### src/rtl/if_stage_pkg.sv
// Shared definitions for the instruction-fetch stage: FSM state encoding,
// PC increment and IF/ID field widths.
package if_stage_pkg;

  localparam int unsigned INSTR_W = 32;
  localparam int unsigned PC_W    = 32;

  // Byte distance between consecutive sequential fetches
  localparam logic [PC_W-1:0] PC_INC = PC_W'(4);

  typedef enum logic [1:0] {
    S_REQ  = 2'd0,  // request issued on the memory port
    S_WAIT = 2'd1,  // response pending
    S_HOLD = 2'd2,  // response buffered while the pipeline is stalled
    S_DROP = 2'd3   // stale response (pre-redirect) is being discarded
  } state_t;

endpackage

### src/rtl/if_stage.sv
// Instruction-fetch stage with a single-outstanding-request memory port,
// a one-entry stall buffer and the IF/ID pipeline register.
//
// Ports:
//   clk, rst            clock, synchronous active-high reset
//   pc_write            1 = IF/ID may advance, 0 = stall (PC and IF/ID frozen)
//   flush, redirect_pc  redirect from a later stage; highest priority after rst
//   imem_req_*          fetch request (valid/ready), imem_addr = current PC
//   imem_rsp_*          in-order fetch response, one per accepted request
//   if_id_*             IF/ID register (instr, pc, valid)
//   misalign_err        one-cycle pulse on an unaligned redirect
//                       (only when IF_ALIGN_CHECK_EN is defined)
//
// Build option: define IF_ALIGN_CHECK_EN to force-align redirect targets and
// expose misalign_err.
module if_stage
  import if_stage_pkg::*;
#(
  parameter logic [31:0] RESET_PC = 32'h0000_0000
) (
  input  logic               clk,
  input  logic               rst,
  input  logic               pc_write,
  input  logic               flush,
  input  logic [PC_W-1:0]    redirect_pc,
  output logic               imem_req_valid,
  input  logic               imem_req_ready,
  output logic [PC_W-1:0]    imem_addr,
  input  logic               imem_rsp_valid,
  input  logic [INSTR_W-1:0] imem_rsp_data,
  output logic [INSTR_W-1:0] if_id_instr,
  output logic [PC_W-1:0]    if_id_pc,
`ifdef IF_ALIGN_CHECK_EN
  output logic               if_id_valid,
  output logic               misalign_err
`else
  output logic               if_id_valid
`endif
);

  state_t             state_q, state_d;
  logic [PC_W-1:0]    pc_q, pc_d;
  logic [INSTR_W-1:0] instr_d;
  logic [PC_W-1:0]    ipc_d;
  logic               ivalid_d;
  logic [INSTR_W-1:0] hold_data_q, hold_data_d;
  logic               hold_valid_q, hold_valid_d;
  logic [PC_W-1:0]    redirect_tgt;

`ifdef IF_ALIGN_CHECK_EN
  logic mis_d;
  assign redirect_tgt = redirect_pc & ~PC_W'(32'h3);
`else
  assign redirect_tgt = redirect_pc;
`endif

  // State register
  always_ff @(posedge clk) begin
    if (rst) state_q <= S_REQ;
    else     state_q <= state_d;
  end

  // Next-state logic; a flush decides whether a response is still owed
  always_comb begin
    state_d = state_q;
    case (state_q)
      S_REQ: begin
        if (flush)               state_d = imem_req_ready ? S_DROP : S_REQ;
        else if (imem_req_ready) state_d = S_WAIT;
      end
      S_WAIT: begin
        if (flush)               state_d = imem_rsp_valid ? S_REQ : S_DROP;
        else if (imem_rsp_valid) state_d = pc_write ? S_REQ : S_HOLD;
      end
      S_HOLD: begin
        if (flush || pc_write) state_d = S_REQ;
      end
      S_DROP: begin
        // The owed response retires the drop even if a new flush lands with it
        if (imem_rsp_valid) state_d = S_REQ;
      end
      default: state_d = S_REQ;
    endcase
  end

  // Datapath next values: PC, IF/ID and hold buffer
  always_comb begin
    pc_d         = pc_q;
    instr_d      = if_id_instr;
    ipc_d        = if_id_pc;
    ivalid_d     = if_id_valid;
    hold_data_d  = hold_data_q;
    hold_valid_d = hold_valid_q;
`ifdef IF_ALIGN_CHECK_EN
    mis_d        = 1'b0;
`endif
    if (flush) begin
      ivalid_d     = 1'b0;
      pc_d         = redirect_tgt;
      hold_valid_d = 1'b0;
`ifdef IF_ALIGN_CHECK_EN
      mis_d        = |redirect_pc[1:0];
`endif
    end else begin
      case (state_q)
        S_WAIT: begin
          if (imem_rsp_valid && pc_write) begin
            instr_d  = imem_rsp_data;
            ipc_d    = pc_q;
            ivalid_d = 1'b1;
            pc_d     = pc_q + PC_INC;
          end else if (imem_rsp_valid) begin
            hold_data_d  = imem_rsp_data;
            hold_valid_d = 1'b1;
          end else if (pc_write) begin
            ivalid_d = 1'b0;
          end
        end
        S_HOLD: begin
          if (pc_write) begin
            instr_d      = hold_data_q;
            ipc_d        = pc_q;
            ivalid_d     = hold_valid_q;
            hold_valid_d = 1'b0;
            pc_d         = pc_q + PC_INC;
          end
        end
        default: begin
          // S_REQ / S_DROP: nothing to load, advance inserts a bubble
          if (pc_write) ivalid_d = 1'b0;
        end
      endcase
    end
  end

  // Datapath and output registers
  always_ff @(posedge clk) begin
    if (rst) begin
      pc_q           <= RESET_PC;
      if_id_instr    <= '0;
      if_id_pc       <= '0;
      if_id_valid    <= 1'b0;
      hold_data_q    <= '0;
      hold_valid_q   <= 1'b0;
      imem_req_valid <= 1'b1;
`ifdef IF_ALIGN_CHECK_EN
      misalign_err   <= 1'b0;
`endif
    end else begin
      pc_q           <= pc_d;
      if_id_instr    <= instr_d;
      if_id_pc       <= ipc_d;
      if_id_valid    <= ivalid_d;
      hold_data_q    <= hold_data_d;
      hold_valid_q   <= hold_valid_d;
      imem_req_valid <= (state_d == S_REQ);
`ifdef IF_ALIGN_CHECK_EN
      misalign_err   <= mis_d;
`endif
    end
  end

  assign imem_addr = pc_q;

endmodule
### config.mk
export PLATFORM = sky130hd
export DESIGN_NAME = if_stage
export DESIGN_NICKNAME = d
export VERILOG_FILES = /design/src/rtl/if_stage_pkg.sv /design/src/rtl/if_stage.sv
export SDC_FILE = /design/constraint.sdc
export NUM_CORES = 1
export LEC_CHECK = 0
export BUFFER_PORTS_ARGS = -buffer_cell sky130_fd_sc_hd__buf_2
export CAP_MARGIN = 20
export CORE_MARGIN = 3
export CORE_UTILIZATION = 56
export CTS_CLUSTER_SIZE = 24
export DETAILED_ROUTE_END_ITERATION = 10
export PLACE_DENSITY = 0.91
export SETUP_SLACK_MARGIN = 0.5
export SLEW_MARGIN = 20
export SYNTH_ARGS = -nofsm -noshare
export SYNTH_HDL_FRONTEND = slang
export SYNTH_SLANG_ARGS = --single-unit
### constraint.sdc
create_clock -name clk -period 5.9 [get_ports clk]
set_clock_uncertainty 0.05 [all_clocks]
set_input_delay 1.18 -clock clk [delete_from_list [all_inputs] [get_ports clk]]
set_output_delay 1.18 -clock clk [all_outputs]
set_load 0.05 [all_outputs]
==> results_tabular.tex, run 1 <==
\begin{tabular}{lr}
\hline
Metric & Value \\
\hline
\multicolumn{2}{l}{\textbf{Setup path}} \\
Worst Setup Start Kind & register \\
Required time at the endpoint of the critical path & 6.26 ns \\
Crit path capture type & register \\
Critical path peak fanout & 40 \\
Slowest stage cell on the critical path & sky130\_fd\_sc\_hd\_\_or4\_1 \\
CP top delay family & simple AND/OR/NAND/NOR gates \\
Critical path class & reg -> reg \\
Arrival time at the worst endpoint & 3.61 ns \\
Critical path buffers and inverters & 2 \\
Max stage delay on crit path & 0.70 ns \\
Critical Path, Cell by Cell & inv\_1, ha\_2, buf\_4, mux2\_2, nand4\_1, or4\_1, a311oi\_1 \\
\multicolumn{2}{l}{\textbf{Route}} \\
Initial detailed-routing violation count & 527 \\
Number of design rule violations left after detail routing & 0 \\
Vias post-DR & 6065 \\
Detailed-routing iteration count for the pre-antenna-repair pass & 5 \\
Vias/cell & 6.07 \\
Average routed wire per standard cell & 16.9 um \\
Antenna violation net count after detailed routing & 0 \\
DRT Wirelength & 16800 um \\
\multicolumn{2}{l}{\textbf{Logic synthesis}} \\
Sequential share of the synthesized area & 0.444 \\
Yosys top cell by area & sky130\_fd\_sc\_hd\_\_dfxtp\_1 \\
Number of register bits inferred by synthesis & 133 \\
Net count of the mapped netlist & 794 \\
Unique masters post-synth & 44 \\
Syn avg cell area & 8.34 um\^{}2 \\
Synth top area share & 0.444 \\
Warnings from Yosys & 0 \\
Synthesized instance count & 719 \\
Top post-synthesis cells by area & sky130\_fd\_sc\_hd\_\_dfxtp\_1, sky130\_fd\_sc\_hd\_\_a21oi\_1, sky130\_fd\_sc\_hd\_\_mux2i\_1 \\
Syn Std Cell Area & 6000 um\^{}2 \\
\multicolumn{2}{l}{\textbf{Floorplanning}} \\
Die Wd & 109 um \\
Number of top-level pins & 168 \\
Row count & 37 \\
Core region area & 10400 um\^{}2 \\
Initial Util & 0.578 \\
Full die area & 12000 um\^{}2 \\
Height of the chip & 109 um \\
\multicolumn{2}{l}{\textbf{CTS}} \\
Clock sinks & 133 \\
Number of buffers inserted by hold repair at cts & 0 \\
Max Buffers Root-to-Sink & 2 \\
Clock tree from TritonCTS & done \\
Number of levels the H-tree was split into & 4 \\
Clock transition at the registers of the reported paths & 0.06 ns \\
Number of buffers inserted to repair setup after CTS & 0 \\
Resized Gates After CTS & 0 \\
Cts bufs inserted & 17 \\
Root Driver & sky130\_fd\_sc\_hd\_\_clkbuf\_8 \\
Clk Latency, worst-skew pair & 0.51 ns \\
\multicolumn{2}{l}{\textbf{Global routing}} \\
Pin count of the biggest net entering global routing & 75 \\
Remaining global-route overflow & 0 \\
Number of global-route vias before repair & 5646 \\
All-Layer GR Usage & 0.283 \\
Antenna violations before repair & 1 \\
Wire length of the first global-routing pass & 27200 um \\
\multicolumn{2}{l}{\textbf{STA}} \\
Final sum of negative setup slack & 0 ns \\
Min Hold Slack & 0.404 ns \\
Final critical delay including setup and external delays & 3.25 ns \\
Max transition margin & 0.321 \\
Slew at the pin closest to its max-slew limit & 1.02 ns \\
Ratio of final minimum period to clock period & 0.552 \\
Setup repair after global routing missed its margin & no \\
Maximum operating frequency & 307 MHz \\
Finish-stage setup viols & 0 \\
Max Transition Viols Final & 0 \\
Final-report hold violation count & 0 \\
Setup ws final & 2.65 ns \\
\multicolumn{2}{l}{\textbf{Finish}} \\
Most frequent cells in the layout & sky130\_fd\_sc\_hd\_\_buf\_2, sky130\_fd\_sc\_hd\_\_dfxtp\_1, sky130\_fd\_sc\_hd\_\_a21oi\_1 \\
Most common library cell in the layout ignoring fill and taps & sky130\_fd\_sc\_hd\_\_buf\_2 \\
Layout-stage area growth over the synthesis result & 24.2\% \\
Number of nets in the layout & 925 \\
Fill cell total of the finished layout & 802 \\
Proportion of layout cells with a drive suffix above 1 & 0.253 \\
\multicolumn{2}{l}{\textbf{Placed design}} \\
PortBufs & 167 \\
RePlAce Congestion & 0.806 \\
Place WS & 2.58 ns \\
Post-detail-place hpwl & 10900 um \\
\multicolumn{2}{l}{\textbf{Power and ir drop}} \\
Power density over cell area & 461 nW/um\^{}2 \\
Total design power & 0.00344 W \\
Max IR drop VDD & 0.371 mV \\
Static leakage & 2.92 nW \\
\multicolumn{2}{l}{\textbf{Run status}} \\
Result of the run & finished clean \\
\multicolumn{2}{l}{\textbf{Hold path}} \\
Class of the most critical hold timing path & reg -> reg \\
\multicolumn{2}{l}{\textbf{Job}} \\
Max-cap check violation count & 0 \\
\hline
\end{tabular}
-- flip-flops by register name (all words and copies together) (netlist names) --
register	flops
hold_data_q	32
hold_valid_q	1
if_id_instr	32
if_id_pc	32
if_id_valid	1
imem_addr	32
imem_req_valid	1
state_q	2
-- per-layer routing --
metal / global-route usage / wire (um)
met4: 0.0917 / 276
met3: 0.0787 / 1500
met1: 0.359 / 6740
met5: 0 / 13
met2: 0.467 / 8310
-- worst reg2reg max path, stage by stage, from the launching register on --
cell,delay [ns]
sky130_fd_sc_hd__dfxtp_1,0.34
sky130_fd_sc_hd__inv_1,0.10
sky130_fd_sc_hd__ha_2,0.16
sky130_fd_sc_hd__buf_4,0.50
sky130_fd_sc_hd__mux2_2,0.45
sky130_fd_sc_hd__nand4_1,0.55
sky130_fd_sc_hd__or4_1,0.70
sky130_fd_sc_hd__a311oi_1,0.29
-- logic make-up after synthesis --
| kind of cell | Yosys count | share of synthesized area |
|---|---|---|
| compound gates | 226 | 0.227 |
| xor+xnor | 6 | 0.00876 |
| fa+ha+maj | 5 | 0.0104 |
| buf+inv | 73 | 0.0465 |
| flops | 133 | 0.444 |
| mux | 38 | 0.0638 |
| simple gates | 238 | 0.200 |
-- where the power goes --
group / internal [W] / switching [W] / leakage, nW / total, W
logic: 0.000328 / 0.000915 / 1.55 / 0.00124
clock network: 0.000666 / 0.000392 / 0.287 / 0.00106
registers: 0.00104 / 0.000101 / 1.09 / 0.00114
-- Yosys cell counts (all sizes together) --
master	count
a211oi	42
a21o	1
a21oi	97
a221o	1
a221oi	2
a22oi	3
a311oi	15
a31o	1
a31oi	2
and2	5
and3	8
and4	4
buf	7
clkbuf	55
dfxtp	133
ha	5
inv	11
mux2	2
mux2i	36
nand2	82
nand2b	1
nand3	44
nand3b	2
nand4	15
nor2	33
nor2b	4
nor3	6
nor3b	2
nor4b	1
o2111a	1
o211ai	1
o21ai	48
o22a	1
o22ai	1
o31ai	10
or2	1
or3	12
or3b	2
or4	15
or4b	1
xor2	6
-- path summary, 6_finish.rpt --
path | startpoint | to | slack [ns] | cells after the start
min reg2reg | hold_data_q[18]$_SDFFE_PP0P_ | hold_data_q[18]$_SDFFE_PP0P_ | 0.40 | 2
max | state_q[0]$_SDFF_PP0_ | imem_addr[20]$_SDFFE_PP0P_ | 2.65 | 7
min | hold_data_q[18]$_SDFFE_PP0P_ | hold_data_q[18]$_SDFFE_PP0P_ | 0.40 | 2
max reg2reg | state_q[0]$_SDFF_PP0_ | imem_addr[20]$_SDFFE_PP0P_ | 2.65 | 7
-- area by class of cell --
| cell class | count | area, um^2 | area share |
|---|---|---|---|
| flip-flops and latches | 133 | 2660 | 0.357 |
| inverters | 11 | 41.3 | 0.00554 |
| repair buffers | 174 | 891 | 0.120 |
| clock inverters | 11 | 150 | 0.0201 |
| multi-input cells | 513 | 3090 | 0.415 |
| clock buffers | 20 | 445 | 0.0598 |
| well taps | 136 | 170 | 0.0228 |
| diodes | 1 | 2.50 | 0.000336 |
-- through the flow --
step / util / area (um^2) / cells
after floorplan: - / 6000 / 719
after global placement: 0.661 / 6850 / 967
after detailed placement: 0.661 / 6850 / 967
after CTS: 0.718 / 7450 / 998
after global routing: 0.718 / 7450 / 998
final: 0.719 / 7450 / 999
Power figures use the tool's default switching activity.
==> inputs of run 2 (changes only) <==
Settings changed: CORE_UTILIZATION 56 to 52, PLACE_DENSITY 0.91 to 0.86.
Clock period 5.9 ns to 3.2 ns, I/O delays scaled along.
==> run 2 against run 1 <==
Combinational power is 90% higher. Flip-flop and latch count unchanged. Total power is 83% higher. Cell count is 1.3% higher. Register-to-register slack got worse by 1.9 ns. Routed wire length is 0.15% lower. Largest cell class unchanged. Non-clock buffer count grew 10. Sequential share of layout area fell by 0.24 points.
==> results_tabular.tex, run 2 (synthesis results as in run 1) <==
\begin{tabular}{lr}
\hline
Metric & Value \\
\hline
\multicolumn{2}{l}{\textbf{Power and ir drop}} \\
Internal Power & 0.00371 W \\
Comb power frac & 0.374 \\
Sequential share of power & 0.331 \\
Fraction of power consumed by the clock network & 0.295 \\
Switching share of power & 0.409 \\
Power density over cell area & 837 nW/um\^{}2 \\
Max IR drop VDD & 0.636 mV \\
Total design power & 0.00628 W \\
Net switching power & 0.00257 W \\
Static leakage & 2.96 nW \\
\multicolumn{2}{l}{\textbf{Finish}} \\
Antenna Cells & 0 \\
Most common library cell in the layout ignoring fill and taps & sky130\_fd\_sc\_hd\_\_buf\_2 \\
Proportion of layout cells with a drive suffix above 1 & 0.258 \\
Finished layout cell area & 7500 um\^{}2 \\
Most frequent cells in the layout & sky130\_fd\_sc\_hd\_\_buf\_2, sky130\_fd\_sc\_hd\_\_dfxtp\_1, sky130\_fd\_sc\_hd\_\_a21oi\_1 \\
Number of nets in the layout & 935 \\
Fill cell total of the finished layout & 913 \\
Layout-stage area growth over the synthesis result & 25.1\% \\
\multicolumn{2}{l}{\textbf{CTS}} \\
Cts bufs inserted & 17 \\
Max Buffers Root-to-Sink & 2 \\
Clock transition at the registers of the reported paths & 0.06 ns \\
Number of buffers inserted by hold repair at cts & 0 \\
Resized Gates After CTS & 0 \\
Number of levels the H-tree was split into & 4 \\
Clk Latency, worst-skew pair & 0.41 ns \\
Clock tree from TritonCTS & done \\
Root Driver & sky130\_fd\_sc\_hd\_\_clkbuf\_16 \\
Clock sinks & 133 \\
\multicolumn{2}{l}{\textbf{Global routing}} \\
Antenna violations before repair & 0 \\
Pin count of the biggest net entering global routing & 86 \\
Remaining global-route overflow & 0 \\
All-Layer GR Usage & 0.262 \\
Wire length of the first global-routing pass & 27600 um \\
Number of global-route vias before repair & 5650 \\
\multicolumn{2}{l}{\textbf{Setup path}} \\
Critical path peak fanout & 10 \\
Critical path buffers and inverters & 1 \\
Worst Setup Start Kind & register \\
Required time at the endpoint of the critical path & 3.45 ns \\
CP top delay family & simple AND/OR/NAND/NOR gates \\
Slowest stage cell on the critical path & sky130\_fd\_sc\_hd\_\_or4b\_2 \\
Arrival time at the worst endpoint & 2.73 ns \\
Critical path class & reg -> reg \\
Crit path capture type & register \\
Max stage delay on crit path & 0.72 ns \\
Critical Path, Cell by Cell & inv\_1, ha\_1, mux2\_2, nand4\_1, or4b\_2, o2111a\_1 \\
\multicolumn{2}{l}{\textbf{STA}} \\
Max Transition Viols Final & 0 \\
Final sum of negative setup slack & 0 ns \\
Finish-stage setup viols & 0 \\
Setup ws final & 0.717 ns \\
Ratio of final minimum period to clock period & 0.776 \\
Final-report hold violation count & 0 \\
Final critical delay including setup and external delays & 2.48 ns \\
Min Hold Slack & 0.402 ns \\
Maximum operating frequency & 403 MHz \\
Slew at the pin closest to its max-slew limit & 0.875 ns \\
Setup repair after global routing missed its margin & no \\
Max transition margin & 0.417 \\
\multicolumn{2}{l}{\textbf{Placed design}} \\
Cell area after placement & 6920 um\^{}2 \\
Place WS & 0.453 ns \\
Post-detail-place hpwl & 11000 um \\
RePlAce Congestion & 0.880 \\
PortBufs & 167 \\
\multicolumn{2}{l}{\textbf{Hold path}} \\
Class of the most critical hold timing path & reg -> reg \\
\multicolumn{2}{l}{\textbf{Route}} \\
Vias post-DR & 5991 \\
Initial detailed-routing violation count & 500 \\
Average routed wire per standard cell & 16.6 um \\
DRT Wirelength & 16800 um \\
Detailed-routing iteration count for the pre-antenna-repair pass & 5 \\
Vias/cell & 5.92 \\
Antenna violation net count after detailed routing & 0 \\
Number of design rule violations left after detail routing & 0 \\
\multicolumn{2}{l}{\textbf{Run status}} \\
Result of the run & finished clean \\
\multicolumn{2}{l}{\textbf{Job}} \\
Max-cap check violation count & 0 \\
\multicolumn{2}{l}{\textbf{Floorplanning}} \\
Die Wd & 113 um \\
Core region area & 11100 um\^{}2 \\
Row count & 38 \\
Initial Util & 0.541 \\
Full die area & 12900 um\^{}2 \\
Number of top-level pins & 168 \\
Height of the chip & 113 um \\
\hline
\end{tabular}
==> run 2: final cells by class <==
cell class	count	area, um^2	area share
clock buffers	21	450	0.0600
clock inverters	10	106	0.0142
inverters	11	41.3	0.00550
multi-input cells	513	3090	0.412
flip-flops and latches	133	2660	0.355
well taps	140	175	0.0233
repair buffers	184	978	0.130
==> run 2: power groups by stage <==
stage               combinational [W]  clock, W  sequential, W
global placement              0.00232         0        0.00210
CTS                           0.00236   0.00188        0.00208
finish                        0.00235   0.00185        0.00208
global route                  0.00252   0.00194        0.00211
detailed placement            0.00235         0        0.00211
floorplan                    0.000995         0        0.00285
==> run 2: worst reg2reg max path: cells and delay by family, from the launching register on <==
| kind | cells | cell delay, ns |
|---|---|---|
| DFF | 1 | 0.39 |
| AOI/OAI and AO/OA | 1 | 0.14 |
| and+or+nand+nor | 2 | 1.02 |
| muxes | 1 | 0.39 |
| adders and majority gates | 1 | 0.31 |
| buffers and inverters | 1 | 0.08 |
==> run 2: per-layer routing <==
layer / vias up / track usage / wire length [um]
met5: - / 0 / 0
met4: 0 / 0.0938 / 340
met3: 29 / 0.0854 / 1520
met2: 255 / 0.431 / 8080
met1: 2799 / 0.323 / 6870
li1: 2908 / - / -
==> run 2: worst paths after layout <==
check,start,endpoint,slack [ns],depth (start not counted)
hold reg to reg,hold_data_q[11]$_SDFFE_PP0P_,hold_data_q[11]$_SDFFE_PP0P_,0.40,2
hold / removal,hold_data_q[11]$_SDFFE_PP0P_,hold_data_q[11]$_SDFFE_PP0P_,0.40,2
setup / recovery,state_q[1]$_SDFF_PP0_,imem_addr[15]$_SDFFE_PP0P_,0.72,6
setup reg to reg,state_q[1]$_SDFF_PP0_,imem_addr[15]$_SDFFE_PP0P_,0.72,6
==> run 2: what timing repair did <==
action / CTS / global route
buffers inserted: 4 / 0
endpoints found under the hold margin: 0 / 0
endpoints found under the setup margin: 5 / 0
==> run 2: metrics by stage <==
stage | util | std cells
6_report | 0.677 | 1012
5_1_grt | 0.677 | 1012
4_1_cts | 0.677 | 1012
3_5_place_dp | 0.624 | 977
3_3_place_gp | 0.624 | 977
2_1_floorplan | - | 719
==> inputs of run 3 (changes only) <==
Clock period 3.2 ns to 2.5 ns, I/O delays scaled along.
==> run 3 against run 2 <==
Total power grew 28%. Non-clock buffer count grew 17. Sequential share of layout area shrank 0.43 points. Combinational power grew 36%. Routed wire length grew 1.9%. Cell count grew 1.7%.
==> results_tabular.tex, run 3 (synthesis results as in run 1) <==
\begin{tabular}{lr}
\hline
Metric & Value \\
\hline
\multicolumn{2}{l}{\textbf{Setup path}} \\
Crit path capture type & register \\
Arrival time at the worst endpoint & 2.28 ns \\
Worst Setup Start Kind & register \\
Endpoint of the worst-slack reg-to-reg timing path & imem\_addr[15]\$\_SDFFE\_PP0P\_ \\
Required time at the endpoint of the critical path & 2.76 ns \\
Slack of the worst reg-to-reg path & 0.48 ns \\
Launch instance of the worst register-to-register path & state\_q[1]\$\_SDFF\_PP0\_ \\
Path depth of the worst reg2reg path & 7 \\
Critical path class & reg -> reg \\
Critical path peak fanout & 6 \\
\multicolumn{2}{l}{\textbf{Finish}} \\
Number of nets in the layout & 952 \\
Most common library cell in the layout ignoring fill and taps & sky130\_fd\_sc\_hd\_\_buf\_2 \\
Most frequent cells in the layout & sky130\_fd\_sc\_hd\_\_buf\_2, sky130\_fd\_sc\_hd\_\_dfxtp\_1, sky130\_fd\_sc\_hd\_\_a21oi\_1 \\
Proportion of layout cells with a drive suffix above 1 & 0.302 \\
Layout-stage area growth over the synthesis result & 29.1\% \\
\multicolumn{2}{l}{\textbf{Route}} \\
Antenna violation net count after detailed routing & 0 \\
Number of design rule violations left after detail routing & 0 \\
Vias/cell & 5.95 \\
Initial detailed-routing violation count & 535 \\
Average routed wire per standard cell & 16.7 um \\
DRT Wirelength & 17100 um \\
Vias post-DR & 6127 \\
Detailed-routing iteration count for the pre-antenna-repair pass & 5 \\
\multicolumn{2}{l}{\textbf{Hold path}} \\
Min-Delay Startpoint & redirect\_pc[1] \\
Sink of the worst hold path & imem\_addr[1]\$\_SDFFE\_PP0P\_ \\
Hold-critical path depth & 3 \\
Class of the most critical hold timing path & in -> reg \\
\multicolumn{2}{l}{\textbf{STA}} \\
Max Transition Viols Final & 0 \\
Final sum of negative setup slack & 0 ns \\
Finish-stage setup viols & 0 \\
Maximum operating frequency & 495 MHz \\
Slew at the pin closest to its max-slew limit & 0.488 ns \\
Final critical delay including setup and external delays & 2.02 ns \\
Min Hold Slack & 0.266 ns \\
Final-report hold violation count & 0 \\
Max transition margin & 0.675 \\
Setup repair after global routing missed its margin & yes \\
Ratio of final minimum period to clock period & 0.809 \\
\multicolumn{2}{l}{\textbf{Power and ir drop}} \\
Internal Power & 0.00474 W \\
Net switching power & 0.00332 W \\
Fraction of power consumed by the clock network & 0.270 \\
Sequential share of power & 0.334 \\
Switching share of power & 0.412 \\
Max IR drop VDD & 0.720 mV \\
Comb power frac & 0.396 \\
Static leakage & 3.06 nW \\
Power density over cell area & 1040 nW/um\^{}2 \\
\multicolumn{2}{l}{\textbf{CTS}} \\
Max Buffers Root-to-Sink & 2 \\
Clock transition at the registers of the reported paths & 0.05 ns \\
Number of levels the H-tree was split into & 4 \\
Clock tree from TritonCTS & done \\
Number of buffers inserted by hold repair at cts & 0 \\
Clk Latency, worst-skew pair & 0.42 ns \\
Cts bufs inserted & 17 \\
Root Driver & sky130\_fd\_sc\_hd\_\_clkbuf\_16 \\
Clock sinks & 133 \\
\multicolumn{2}{l}{\textbf{Floorplanning}} \\
Height of the chip & 113 um \\
Full die area & 12900 um\^{}2 \\
Row count & 38 \\
Die Wd & 113 um \\
Initial Util & 0.541 \\
Core region area & 11100 um\^{}2 \\
Number of top-level pins & 168 \\
\multicolumn{2}{l}{\textbf{Placed design}} \\
PortBufs & 167 \\
Post-detail-place hpwl & 11100 um \\
RePlAce Congestion & 0.808 \\
\multicolumn{2}{l}{\textbf{Job}} \\
Max-cap check violation count & 0 \\
\multicolumn{2}{l}{\textbf{Global routing}} \\
Pin count of the biggest net entering global routing & 109 \\
Remaining global-route overflow & 0 \\
All-Layer GR Usage & 0.261 \\
Number of global-route vias before repair & 5593 \\
Antenna violations before repair & 2 \\
Wire length of the first global-routing pass & 27400 um \\
\multicolumn{2}{l}{\textbf{Run status}} \\
Result of the run & finished clean \\
\hline
\end{tabular}
run 3: cell count changes in the layout (fill, tap and decap cells not counted), moves of 3 or more:
cell	previous run	this run
sky130_fd_sc_hd__or4_1	15	12
sky130_fd_sc_hd__buf_6	0	3
sky130_fd_sc_hd__dfxtp_4	0	11
sky130_fd_sc_hd__dfxtp_1	133	113
sky130_fd_sc_hd__or4_4	0	3
sky130_fd_sc_hd__buf_12	1	4
sky130_fd_sc_hd__buf_4	17	28
sky130_fd_sc_hd__dfxtp_2	0	9
run 3: timing repair:
action | CTS | global route
endpoints found under the setup margin | 48 | 48
endpoints found under the hold margin | 0 | 0
buffers inserted | 4 | 12
pin swaps | 2 | 9
gates resized for setup | 7 | 8
run 3: layer usage:
metal | global-route usage | vias up | share of wire
met5 | 0 | - | 0.00064
met4 | 0.0954 | 2 | 0.016
met3 | 0.0838 | 32 | 0.089
met2 | 0.413 | 259 | 0.48
met1 | 0.337 | 2876 | 0.42
li1 | - | 2958 | -
run 3: worst max-delay path by stage:
stage                                      end                  startpoint  cells past startpoint  slack [ns]
finish              imem_addr[15]$_SDFFE_PP0P_       state_q[1]$_SDFF_PP0_                      7        0.48
global route        imem_addr[13]$_SDFFE_PP0P_       state_q[1]$_SDFF_PP0_                      6        0.36
CTS                 imem_addr[18]$_SDFFE_PP0P_       state_q[1]$_SDFF_PP0_                      7        0.49
detailed placement  imem_addr[22]$_SDFFE_PP0P_       state_q[0]$_SDFF_PP0_                      6        0.34
global placement    imem_addr[28]$_SDFFE_PP0P_                    pc_write                      5        0.39
floorplan           imem_addr[25]$_SDFFE_PP0P_  imem_addr[14]$_SDFFE_PP0P_                      5        0.45
run 3: worst max-delay path, cell delays in order, from the launching register on:
cell and delay (ns):
sky130_fd_sc_hd__dfxtp_4 0.37, sky130_fd_sc_hd__inv_4 0.04, sky130_fd_sc_hd__ha_4 0.17, sky130_fd_sc_hd__mux2_4 0.23, sky130_fd_sc_hd__nand4_1 0.21, sky130_fd_sc_hd__buf_4 0.22, sky130_fd_sc_hd__or4b_4 0.49, sky130_fd_sc_hd__o2111a_1 0.12
run 3: cell type report:
type	instances	area [um^2]
Antenna cell	2	5.00
Fill cell	883	3330
Clock buffer	24	482
Sequential cell	133	2720
Clock inverter	5	26.3
Multi-Input combinational cell	513	3140
Tap cell	140	175
Timing Repair Buffer	201	1150
Inverter	11	43.8
run 3: power by group through the flow:
stage	logic, W	clock network [W]	registers [W]
after global placement	0.00302	0	0.00271
after CTS	0.00311	0.00221	0.00268
after detailed placement	0.00308	0	0.00271
after global routing	0.00341	0.00230	0.00272
final	0.00319	0.00218	0.00269
after floorplan	0.00129	0	0.00365
run 3: through the flow:
step | worst slack (ns) | area (um^2) | util | total power [W] | cells
global placement | 0.390 | 7050 | 0.637 | 0.00573 | 982
global route | 0.359 | 7740 | 0.699 | 0.00844 | 1027
CTS | 0.488 | 7620 | 0.687 | 0.00801 | 1015
finish | 0.478 | 7740 | 0.699 | 0.00806 | 1029
floorplan | 0.447 | 6080 | - | 0.00495 | 719
detailed placement | 0.339 | 7050 | 0.637 | 0.00579 | 982
